`src/rtl/lsu_mem_stage.sv`:
```
// Memory-access stage after the ALU: drives a req/gnt/rvalid data bus for loads/stores,
// aligns and extends load data, and emits one writeback/exception pulse per accepted op.
module lsu_mem_stage #(
    parameter int WORD_SIZE = 32
) (
    input  logic                 i_Clk,
    input  logic                 i_Rst_n,
    input  logic                 i_Valid,
    output logic                 o_Ready,
    input  logic                 i_Load,
    input  logic                 i_Store,
    input  logic [2:0]           i_Funct3,
    input  logic [WORD_SIZE-1:0] i_Addr,
    input  logic [WORD_SIZE-1:0] i_StoreData,
    input  logic [4:0]           i_Rd,
    output logic                 o_MemReq,
    output logic                 o_MemWe,
    output logic [WORD_SIZE-1:0] o_MemAddr,
    output logic [3:0]           o_MemBe,
    output logic [WORD_SIZE-1:0] o_MemWData,
    input  logic                 i_MemGnt,
    input  logic                 i_MemRValid,
    input  logic [WORD_SIZE-1:0] i_MemRData,
    output logic                 o_WbValid,
    output logic                 o_WbWe,
    output logic [4:0]           o_WbRd,
    output logic [WORD_SIZE-1:0] o_WbData,
    output logic                 o_Exc,
    output logic [1:0]           o_ExcCause,
    output logic [WORD_SIZE-1:0] o_ExcAddr
);

    typedef enum logic [1:0] {
        S_IDLE = 2'd0,
        S_REQ  = 2'd1,
        S_WAIT = 2'd2,
        S_RESP = 2'd3
    } state_e;

    localparam logic [2:0] F3_B  = 3'd0;
    localparam logic [2:0] F3_H  = 3'd1;
    localparam logic [2:0] F3_W  = 3'd2;
    localparam logic [2:0] F3_BU = 3'd4;
    localparam logic [2:0] F3_HU = 3'd5;

    localparam logic [1:0] CAUSE_LD_MIS  = 2'b01;
    localparam logic [1:0] CAUSE_ST_MIS  = 2'b10;
    localparam logic [1:0] CAUSE_ILLEGAL = 2'b11;

    state_e               state_q,    state_d;
    logic                 store_q,    store_d;
    logic [2:0]           funct3_q,   funct3_d;
    logic [WORD_SIZE-1:0] addr_q,     addr_d;
    logic [3:0]           be_q,       be_d;
    logic [WORD_SIZE-1:0] wdata_q,    wdata_d;
    logic [4:0]           rd_q,       rd_d;
    logic                 wb_we_q,    wb_we_d;
    logic [WORD_SIZE-1:0] wb_data_q,  wb_data_d;
    logic                 exc_q,      exc_d;
    logic [1:0]           cause_q,    cause_d;

    logic                 illegal;
    logic                 misaligned;
    logic [WORD_SIZE-1:0] rdata_shifted;
    logic [WORD_SIZE-1:0] load_data;

    // Decode of the op presented in IDLE.
    always_comb begin
        illegal    = 1'b0;
        misaligned = 1'b0;
        if (i_Load && i_Store) begin
            illegal = 1'b1;
        end else if (i_Load) begin
            illegal = (i_Funct3 == 3'd3) || (i_Funct3 == 3'd6) || (i_Funct3 == 3'd7);
        end else if (i_Store) begin
            illegal = (i_Funct3 >= 3'd3);
        end
        case (i_Funct3[1:0])
            2'd1:    misaligned = i_Addr[0];
            2'd2:    misaligned = (i_Addr[1:0] != 2'b00);
            default: misaligned = 1'b0;
        endcase
    end

    // Load alignment uses the captured address offset and width code.
    always_comb begin
        rdata_shifted = i_MemRData >> {addr_q[1:0], 3'b000};
        case (funct3_q)
            F3_B:    load_data = {{24{rdata_shifted[7]}}, rdata_shifted[7:0]};
            F3_BU:   load_data = {24'h0, rdata_shifted[7:0]};
            F3_H:    load_data = {{16{rdata_shifted[15]}}, rdata_shifted[15:0]};
            F3_HU:   load_data = {16'h0, rdata_shifted[15:0]};
            default: load_data = rdata_shifted;
        endcase
    end

    // NOTE: every _d gets its hold value first so no path through the case infers a latch.
    always_comb begin
        state_d   = state_q;
        store_d   = store_q;
        funct3_d  = funct3_q;
        addr_d    = addr_q;
        be_d      = be_q;
        wdata_d   = wdata_q;
        rd_d      = rd_q;
        wb_we_d   = wb_we_q;
        wb_data_d = wb_data_q;
        exc_d     = exc_q;
        cause_d   = cause_q;

        case (state_q)
            S_IDLE: begin
                if (i_Valid) begin
                    store_d   = i_Store;
                    funct3_d  = i_Funct3;
                    addr_d    = i_Addr;
                    rd_d      = i_Rd;
                    be_d      = 4'b0000;
                    wdata_d   = '0;
                    wb_we_d   = 1'b0;
                    wb_data_d = '0;
                    exc_d     = 1'b0;
                    cause_d   = 2'b00;
                    if (!i_Load && !i_Store) begin
                        wb_data_d = i_Addr;
                        wb_we_d   = (i_Rd != 5'd0);
                        state_d   = S_RESP;
                    end else if (illegal) begin
                        exc_d   = 1'b1;
                        cause_d = CAUSE_ILLEGAL;
                        state_d = S_RESP;
                    end else if (misaligned) begin
                        exc_d   = 1'b1;
                        cause_d = i_Load ? CAUSE_LD_MIS : CAUSE_ST_MIS;
                        state_d = S_RESP;
                    end else begin
                        case (i_Funct3[1:0])
                            2'd0: begin
                                be_d    = 4'b0001 << i_Addr[1:0];
                                wdata_d = {4{i_StoreData[7:0]}};
                            end
                            2'd1: begin
                                be_d    = 4'b0011 << i_Addr[1:0];
                                wdata_d = {2{i_StoreData[15:0]}};
                            end
                            default: begin
                                be_d    = 4'b1111;
                                wdata_d = i_StoreData;
                            end
                        endcase
                        state_d = S_REQ;
                    end
                end
            end
            S_REQ: begin
                if (i_MemGnt) begin
                    state_d = store_q ? S_RESP : S_WAIT;
                end
            end
            S_WAIT: begin
                if (i_MemRValid) begin
                    wb_data_d = load_data;
                    wb_we_d   = (rd_q != 5'd0);
                    state_d   = S_RESP;
                end
            end
            S_RESP: begin
                state_d = S_IDLE;
            end
            default: state_d = S_IDLE;
        endcase
    end

    // NOTE: sequential state uses non-blocking assignments so all flops update from pre-edge values.
    always_ff @(posedge i_Clk or negedge i_Rst_n) begin
        if (!i_Rst_n) begin
            state_q   <= S_IDLE;
            store_q   <= 1'b0;
            funct3_q  <= 3'd0;
            addr_q    <= '0;
            be_q      <= 4'b0000;
            wdata_q   <= '0;
            rd_q      <= 5'd0;
            wb_we_q   <= 1'b0;
            wb_data_q <= '0;
            exc_q     <= 1'b0;
            cause_q   <= 2'b00;
        end else begin
            state_q   <= state_d;
            store_q   <= store_d;
            funct3_q  <= funct3_d;
            addr_q    <= addr_d;
            be_q      <= be_d;
            wdata_q   <= wdata_d;
            rd_q      <= rd_d;
            wb_we_q   <= wb_we_d;
            wb_data_q <= wb_data_d;
            exc_q     <= exc_d;
            cause_q   <= cause_d;
        end
    end

    // Bus and writeback fields are forced to zero outside the state that qualifies them.
    always_comb begin
        o_Ready    = (state_q == S_IDLE) && i_Rst_n;
        o_MemReq   = (state_q == S_REQ);
        o_MemWe    = o_MemReq && store_q;
        o_MemAddr  = o_MemReq ? {addr_q[WORD_SIZE-1:2], 2'b00} : '0;
        o_MemBe    = o_MemReq ? be_q : 4'b0000;
        o_MemWData = o_MemReq ? wdata_q : '0;
        o_WbValid  = (state_q == S_RESP);
        o_WbWe     = o_WbValid && wb_we_q;
        o_WbRd     = o_WbValid ? rd_q : 5'd0;
        o_WbData   = o_WbValid ? wb_data_q : '0;
        o_Exc      = o_WbValid && exc_q;
        o_ExcCause = o_Exc ? cause_q : 2'b00;
        o_ExcAddr  = o_Exc ? addr_q : '0;
    end

endmodule

```
`config.mk`:
```
export PLATFORM = sky130hd
export DESIGN_NAME = lsu_mem_stage
export DESIGN_NICKNAME = d
export VERILOG_FILES = /design/src/rtl/lsu_mem_stage.sv
export SDC_FILE = /design/constraint.sdc
export NUM_CORES = 1
export LEC_CHECK = 0
export CAP_MARGIN = 20
export CORE_MARGIN = 3
export CORE_UTILIZATION = 45
export CTS_CLUSTER_DIAMETER = 100
export CTS_CLUSTER_SIZE = 25
export DETAILED_ROUTE_END_ITERATION = 6
export GPL_ROUTABILITY_DRIVEN = 0
export GPL_TIMING_DRIVEN = 0
export PLACE_DENSITY = 0.86
export SYNTH_ARGS = -nofsm -noshare
export SYNTH_HDL_FRONTEND = slang
export SYNTH_SLANG_ARGS = --single-unit
```
`constraint.sdc`:
```
create_clock -name i_Clk -period 4.05 [get_ports i_Clk]
set_input_delay 1.215 -clock i_Clk [delete_from_list [all_inputs] [get_ports i_Clk]]
set_output_delay 1.215 -clock i_Clk [all_outputs]
set_load 0.01 [all_outputs]
```
==> out/qor.txt <==
Synth top area share - 41.2%
Avg Cell Area, Syn - 9.69 µm²
Post-Place Worst Slack - -0.00349 ns
Synth warnings - 0
Fmax - 258 MHz
DR pass1 iterations - 5
Placed Cells - 1160
Root buffer cell - clkbuf_16
Grt total ovfl - 0
Clk_lat worst skew - 0.42 ns
Area leader, netlist - dfrtp_1
Actual slew at the worst max-slew pin - 0.802 ns
Fin cells - 1193
Critical path startpoint category - flip-flop
First-pass GRT wire length - 37.8 mm
Top_reg_cell synth - dfrtp_1
Commonest non-fill, non-tap cell in the layout - clkdlybuf4s50_1
Area Overhead vs Synth - 49.1%
Final nets - 1116
Diodes inserted - 0
Via count - 6937
Hold WC Path Type - reg2reg
TritonCTS Buffers - 17
CP required - 2.83 ns
CTS H-tree lvls - 4
Sequential fraction of the synthesis area - 41.2%
Post-Syn Instances - 721
Clock transition at the registers of the reported paths - 0.05 ns
Post-synth cell types - 54
Residual DRC count - 0
Layout cell share with drive strength beyond 1 - 14.5%
Mapped Area - 0.00699 mm²
CTS tree - done
RSZ-0062 raised after global routing - no
Clock skew - 0.00510 ns
Max clock buf depth - 2
Status - finished, final reports clean
Core Area - 0.0149 mm²
Worst Setup End Kind - output pin
Max Fanout on Critical Path - 10
I/O Buffers - 253
Die width - 131 µm
Cts hold-fix bufs - 0
Setup ws final - 0.168 ns
Power per cell area - 733 mW/mm²
Commonest non-fill, non-tap cells in the layout - clkdlybuf4s50_1, dfrtp_1, and2_1
Clock sinks - 115
Max Transition Viols Final - 0
Final WL - 25.0 mm
Antenna-violating nets left - 0
Starting Density - 47.0%
Total GRT Usage - 29.1%
Slew headroom - 46.5%
Max Cap Viol - 0
Final Cycle Share - 95.9%
Synthesized flop and latch total - 115
Routed len/inst - 21.0 µm
Tmin final - 3.88 ns
Worst path arrival time - 2.67 ns
Die area - 0.0171 mm²
Chip height - 131 µm
Fillcell total - 1134
FFs w/ async S/R, synth - 100%
Vias in the first global route - 6866
Drt initial violations - 651
P_leak - 4.53 nW
Rows - 44
Vias per cell - 5.81
Final hold vios - 0
Initial antenna violation count - 1
IO Count - 256
Post-synth EDFFs - 0
Final setup fails - 0
Setup bufs post-CTS - 0
Worst vdd ir - 0.370 mV
Hpwl dp - 18.8 mm
Crit Path Category - reg2out
Synth top area cells - dfrtp_1, and2_1, mux2_2
Largest net degree at the start of global routing - 75
==> sequential cells by signal, indices dropped and copies added (netlist names) <==
name and count:
addr_q 32, wb_data_q 32, wdata_q 32, rd_q 5
be_q 4, funct3_q 3, cause_q 2, state_q 2
exc_q 1, store_q 1, wb_we_q 1
==> Yosys cell counts (all sizes together) (2+ instances only) <==
cell	n
clkbuf	42
o22ai	15
nor3	4
a21oi	35
mux2	47
and3	36
o221ai	2
a21o	8
or4b	8
o21a	16
a31oi	10
nor2b	8
dfrtp	115
ha	9
a22o	36
o21ai	19
nor2	22
a211o	5
and2	107
o211ai	2
nand3b	3
nor4b	2
nand2	56
a22oi	9
mux2i	26
inv	4
nand2b	7
or4	2
a32oi	5
o31ai	2
or2	3
nand4	9
a211oi	7
buf	27
nand3	4
==> per-stage QoR <==
step / util [%] / setup TNS (ns) / hold slack [ns] / total power [mW] / instance area, µm²
6_report: 70.1 / 0 / 0.477 / 7.64 / 10400
3_3_place_gp: 65.6 / -318.27 / 0.460 / 5.92 / 9750
2_1_floorplan: - / 0 / 0.436 / 4.36 / 6990
3_5_place_dp: 65.8 / -0.00349 / 0.469 / 6.03 / 9780
4_1_cts: 69.9 / 0 / 0.481 / 7.61 / 10400
5_1_grt: 70.1 / 0 / 0.504 / 8.07 / 10400
==> power by group <==
group	leakage, nW	internal, mW	switching (mW)
sequential	1.44	1.72	0.350
combinational	2.78	1.98	2.05
clock	0.302	1.01	0.525
==> worst max-delay path, stage by stage (launching register included) <==
cell and delay, ns:
dfrtp_1 0.41, inv_1 0.13, ha_2 0.32, clkbuf_4 0.31, clkbuf_1 0.32, and2_1 0.22
clkdlybuf4s50_1 0.54
==> per-layer routing <==
metal	vias up	share of wire [%]	track usage, %
met1	3298	38	35.1
met3	74	9.5	7.80
met2	413	49	49.4
met5	-	0.028	0
met4	2	3.4	11.8
li1	3150	-	-
==> final cells by class <==
cell class              instances  area [µm²]  share of cell area (%)
inverters                       4        15.0                   0.144
clock buffers                  21         470                    4.51
clock inverters                11         133                    1.27
multi-input cells             534        3770                    36.2
well taps                     184         230                    2.21
repair buffers                255        2590                    24.8
plain buffers                  69         334                    3.21
flip-flops and latches        115        2880                    27.6
==> kinds of logic after synthesis <==
logic type,share of synthesized area (%)
and+or+nand+nor,22.6
AOI/OAI and AO/OA,18.4
DFF,41.2
buffers and inverters,4.91
muxes,11.3
adders and majority gates,1.61
other,0.0537
==> final timing paths <==
path | startpoint | endpoint | slack [ns] | depth (start not counted)
max | state_q[1]$_DFFE_PN0P_ | o_MemWData[13] | 0.17 | 6
min | wb_data_q[1]$_DFFE_PN0P_ | wb_data_q[1]$_DFFE_PN0P_ | 0.48 | 2
max reg2reg | state_q[0]$_DFFE_PN0P_ | addr_q[28]$_DFFE_PN0P_ | 1.64 | 6
min reg2reg | wb_data_q[1]$_DFFE_PN0P_ | wb_data_q[1]$_DFFE_PN0P_ | 0.48 | 2
max in group asynchronous | i_Rst_n | rd_q[0]$_DFFE_PN0P_ | 2.70 | 2
min in group asynchronous | i_Rst_n | addr_q[7]$_DFFE_PN0P_ | 0.74 | 1
==> timing repair <==
item / 4_1_cts / 5_1_grt
pin swaps: 0 / 0
gates resized for setup: 3 / 3
gates cloned: 0 / 1
endpoints found under the setup margin: 44 / 46
Power figures use the tool's default switching activity.
